--- config.mk ---
export PLATFORM = sky130hd
export DESIGN_NAME = line_arbiter
export DESIGN_NICKNAME = d
export VERILOG_FILES = /design/src/rtl/line_arbiter.sv
export SDC_FILE = /design/constraint.sdc
export NUM_CORES = 1
export LEC_CHECK = 0
export CAP_MARGIN = 20
export CORE_AREA = 4 4 646 648
export CTS_CLUSTER_SIZE = 24
export DETAILED_ROUTE_END_ITERATION = 16
export DIE_AREA = 0 0 650 652
export GPL_ROUTABILITY_DRIVEN = 0
export PLACE_DENSITY = 0.3
export SLEW_MARGIN = 40
export SYNTH_ARGS = -nofsm -noshare
export SYNTH_HDL_FRONTEND = slang
export SYNTH_SLANG_ARGS = --single-unit
--- constraint.sdc ---
create_clock -name clk -period 1.6 [get_ports clk]
set_clock_uncertainty 0.05 [all_clocks]
set_input_delay 0.16 -clock clk [delete_from_list [all_inputs] [get_ports clk]]
set_output_delay 0.16 -clock clk [all_outputs]
set_load 0.02 [all_outputs]
--- src/rtl/line_arbiter.sv ---
// line_arbiter: shares one cacheline adaptor port between icache and dcache with alternating priority
module line_arbiter #(
  parameter int s_addr = 32,
  parameter int s_line = 256
) (
  input  logic              clk,
  input  logic              rst,
  input  logic [s_addr-1:0] i_pmem_address,
  input  logic              i_pmem_read,
  input  logic              i_pmem_write,
  input  logic [s_line-1:0] i_pmem_wdata,
  output logic [s_line-1:0] i_pmem_rdata,
  output logic              i_pmem_resp,
  input  logic [s_addr-1:0] d_pmem_address,
  input  logic              d_pmem_read,
  input  logic              d_pmem_write,
  input  logic [s_line-1:0] d_pmem_wdata,
  output logic [s_line-1:0] d_pmem_rdata,
  output logic              d_pmem_resp,
  output logic [s_addr-1:0] pmem_address,
  output logic              pmem_read,
  output logic              pmem_write,
  output logic [s_line-1:0] pmem_wdata,
  input  logic [s_line-1:0] pmem_rdata,
  input  logic              pmem_resp
);
  typedef enum logic [1:0] {idle, serve_i, serve_d} state_t;
  state_t state, state_n;
  logic prio, prio_n, i_req, d_req, sel_i, sel_d;
  assign i_req = i_pmem_read | i_pmem_write;
  assign d_req = d_pmem_read | d_pmem_write;
  assign sel_i = state == serve_i;
  assign sel_d = state == serve_d;
  always_ff @(posedge clk) begin
    if (rst) begin
      state <= idle;
      prio  <= 1'b0;
    end else begin
      state <= state_n;
      prio  <= prio_n;
    end
  end
  always_comb begin
    state_n = state;
    prio_n  = prio;
    if (state == idle)
      state_n = (i_req && (!d_req || prio)) ? serve_i : d_req ? serve_d : idle;
    else if (pmem_resp) begin
      state_n = idle;
      prio_n  = sel_d;
    end
  end
  assign pmem_address = sel_i ? i_pmem_address : sel_d ? d_pmem_address : '0;
  assign pmem_wdata   = sel_i ? i_pmem_wdata : sel_d ? d_pmem_wdata : '0;
  assign pmem_write   = (sel_i & i_pmem_write) | (sel_d & d_pmem_write);
  assign pmem_read    = (sel_i & i_pmem_read & ~i_pmem_write) | (sel_d & d_pmem_read & ~d_pmem_write);
  assign i_pmem_resp  = sel_i & pmem_resp;
  assign d_pmem_resp  = sel_d & pmem_resp;
  assign i_pmem_rdata = sel_i ? pmem_rdata : '0;
  assign d_pmem_rdata = sel_d ? pmem_rdata : '0;
endmodule

==> impl_metrics.env <==
export IMPL_arrival_ns=2.03
export IMPL_initial_core_util_pct=1.59
export IMPL_cts_hold_buf=0
export IMPL_tightest_slew_ns=0.434
export IMPL_power_density_mw_per_mm2=509
export IMPL_htreeDepth=1
export IMPL_setup_viol=803
export IMPL_routed_wl_microns=407000
export IMPL_num_nets_final=3665
export IMPL_die_h_microns=652
export IMPL_leakage_nw=15.9
export IMPL_p_seq_share_pct=0.4
export IMPL_cts_tree="done"
export IMPL_die_width_microns=650
export IMPL_num_rows=236
export IMPL_p_comb_share_pct=97.7
export IMPL_ir_drop_uv=193
export IMPL_clock_path_buffers=2
export IMPL_clk_pin_slew_ns=0.03
export IMPL_outcome="finished, violations left"
export IMPL_end_kind="primary output"
export IMPL_cts_inserted_buffers=3
export IMPL_p_int_mw=11.2
export IMPL_viasPerCell=2.30
export IMPL_dieArea_sq_mm=0.424
export IMPL_grt_pass1_vias=17225
export IMPL_period_minus_slack_ns=2.24
export IMPL_synth_cells=944
export IMPL_synth_edf_count=0
export IMPL_drive_gt1_share_pct=56.7
export IMPL_critical_path_class="reg2out"
export IMPL_maxSlewHeadroom_pct=71.0
export IMPL_rsz0062_at_grt="yes"
export IMPL_clk_latency_ns=0.23
export IMPL_wl_per_cell_microns=48.1
export IMPL_drtPass1Iterations=5
export IMPL_wl_met1_microns=123000
export IMPL_syn_area_sq_mm=0.00656
export IMPL_power_frac_clock_pct=1.9
export IMPL_drt_iter0_drc=1153
export IMPL_failed_checks="setup timing"
export IMPL_ios=1643
export IMPL_tns_ns=-337.90
export IMPL_slew_viol_final=0
export IMPL_drc=0
export IMPL_vias=19493
export IMPL_hpwl_microns=370000
export IMPL_synth_distinct_cells=18
export IMPL_clock_sinks=3
export IMPL_core_sq_mm=0.412
export IMPL_layout_setup_ws_ns=-0.643
export IMPL_seq_area_frac_synth_pct=0.916
export IMPL_grt_pass1_wl_microns=431000
export IMPL_crit_fanout=6
export IMPL_synth_async_sr_flop_share_pct=0
export IMPL_finalCritPeriodShare_pct=140
export IMPL_pre_cts_slack_ns=-0.725
export IMPL_fmax_mhz=446
export IMPL_antenna_found_initial=457
export IMPL_drv_cap=0
export IMPL_ys_flop_type="dfxtp_1"
export IMPL_gr_usage_all_layers_pct=17.6
export IMPL_root_buffer="clkbuf_16"
export IMPL_p_sw_share_pct=48.3
export IMPL_total_power_mw=21.7
export IMPL_crit_required_ns=1.39
export IMPL_synth_avg_cell_area_sq_um=6.95
export IMPL_grt_max_degree=75
export IMPL_ant_nets=0
export IMPL_area_delta_synth_final_pct=551
export IMPL_synth_seq_cells=3
export IMPL_highest_layer="met5"
export IMPL_synth_nets=1783
export IMPL_ys_warn_count=0
export IMPL_p_switching_mw=10.5
export IMPL_met2WireLength_microns=201000
export IMPL_gr_total_overflow=0
export IMPL_cp_start_kind="flip-flop"
export IMPL_final_hold_violation_count=0
export IMPL_hp_class="reg2reg"
export IMPL_port_buffer_count=1642
export IMPL_wl_met3_microns=63700
==> path summary, 6_finish.rpt <==
check,slack (ns),depth (start not counted),from,endpoint
min reg2reg,0.49,2,prio,prio
min,0.49,2,prio,prio
max,-0.64,9,state[0],pmem_wdata[218]
max reg2reg,0.60,4,state[1],state[0]
==> synthesized netlist by cell type, types with 2 or more instances <==
library cell,count,share of area (%)
buf_2,107,8.2
clkbuf_1,2,0.11
nor2_1,2,0.11
buf_4,8,0.92
a22o_1,289,39
nand2b_1,2,0.19
a21oi_1,3,0.23
and2_1,514,49
dfxtp_1,3,0.92
buf_6,4,0.69
nor2b_1,3,0.29
==> metal layers <==
metal | vias to the layer above | global-route usage [%]
met3 | 809 | 12.7
met5 | - | 0
met4 | 176 | 5.60
met1 | 9128 | 15.3
li1 | 7345 | -
met2 | 2035 | 31.7
==> power groups by stage <==
stage	clock network [mW]	registers [mW]	logic, mW
2_1_floorplan	0	0.0897	4.25
3_3_place_gp	0	0.0929	17.7
3_5_place_dp	0	0.0930	17.6
4_1_cts	0.402	0.0925	18.6
5_1_grt	0.409	0.0931	22.0
6_report	0.402	0.0923	21.2
==> logic make-up (layout without fill, tap and decap cells) <==
family	after synthesis	count (layout)	synth area share (%)
AOI/OAI and AO/OA	296	296	39.3
buffers and inverters	123	2004	10.1
DFF	3	3	0.916
other	0	160	0
and+or+nand+nor	522	522	49.7
==> timing repair <==
item	in CTS	in global routing
setup buffers	34	110
endpoints found under the setup margin	804	803
gates resized for setup	502	1144
hold endpoints to repair	0	0
cloned	21	80
pin swaps	17	134
==> per-stage QoR <==
stage | hold WS (ns) | std cells | util [%] | cell area [sq um]
after floorplan | 0.179 | 944 | - | 6560
after global placement | 0.460 | 8069 | 8.76 | 36100
after detailed placement | 0.488 | 8069 | 8.76 | 36100
after CTS | 0.487 | 8126 | 9.10 | 37500
after global routing | 0.523 | 8401 | 10.3 | 42500
final | 0.488 | 8459 | 10.4 | 42700
==> layout make-up <==
class | instances | area (sq um)
sequential | 3 | 65.1
antenna | 160 | 400
inverter | 1 | 3.75
timing repair buffer | 1999 | 27400
multi-input combinational | 818 | 7870
fill | 47307 | 369000
clock buffer | 4 | 78.8
tap | 5474 | 6850
==> sequential cells by signal, summed over array words and instances, names as in the netlist <==
signal,cells
state,2
prio,1
==> placed cells by master (no fill, tap or decap), types with 2 or more instances in the layout <==
cell             count
a22o_4             145
diode_2            160
a22o_1             143
buf_6              115
a21oi_1              3
and2_4             298
nor2_1               2
buf_12             628
clkbuf_2            25
nand2b_1             2
clkbuf_16           58
and2_1             215
buf_16              41
clkdlybuf4s15_2     32
buf_4              212
buf_2               17
buf_8               22
nor2b_4              2
dlygate4sd2_1       11
clkdlybuf4s50_1    838
==> worst max-delay path, cell delays in order (launching register included) <==
cell and delay, ns:
dfxtp_4 0.35, nor2b_4 0.14, buf_12 0.14, buf_12 0.15, buf_12 0.13, buf_16 0.15
buf_8 0.14, clkbuf_16 0.16, a22o_4 0.24, buf_12 0.15
No activity file was read; power rests on OpenSTA's default activity.
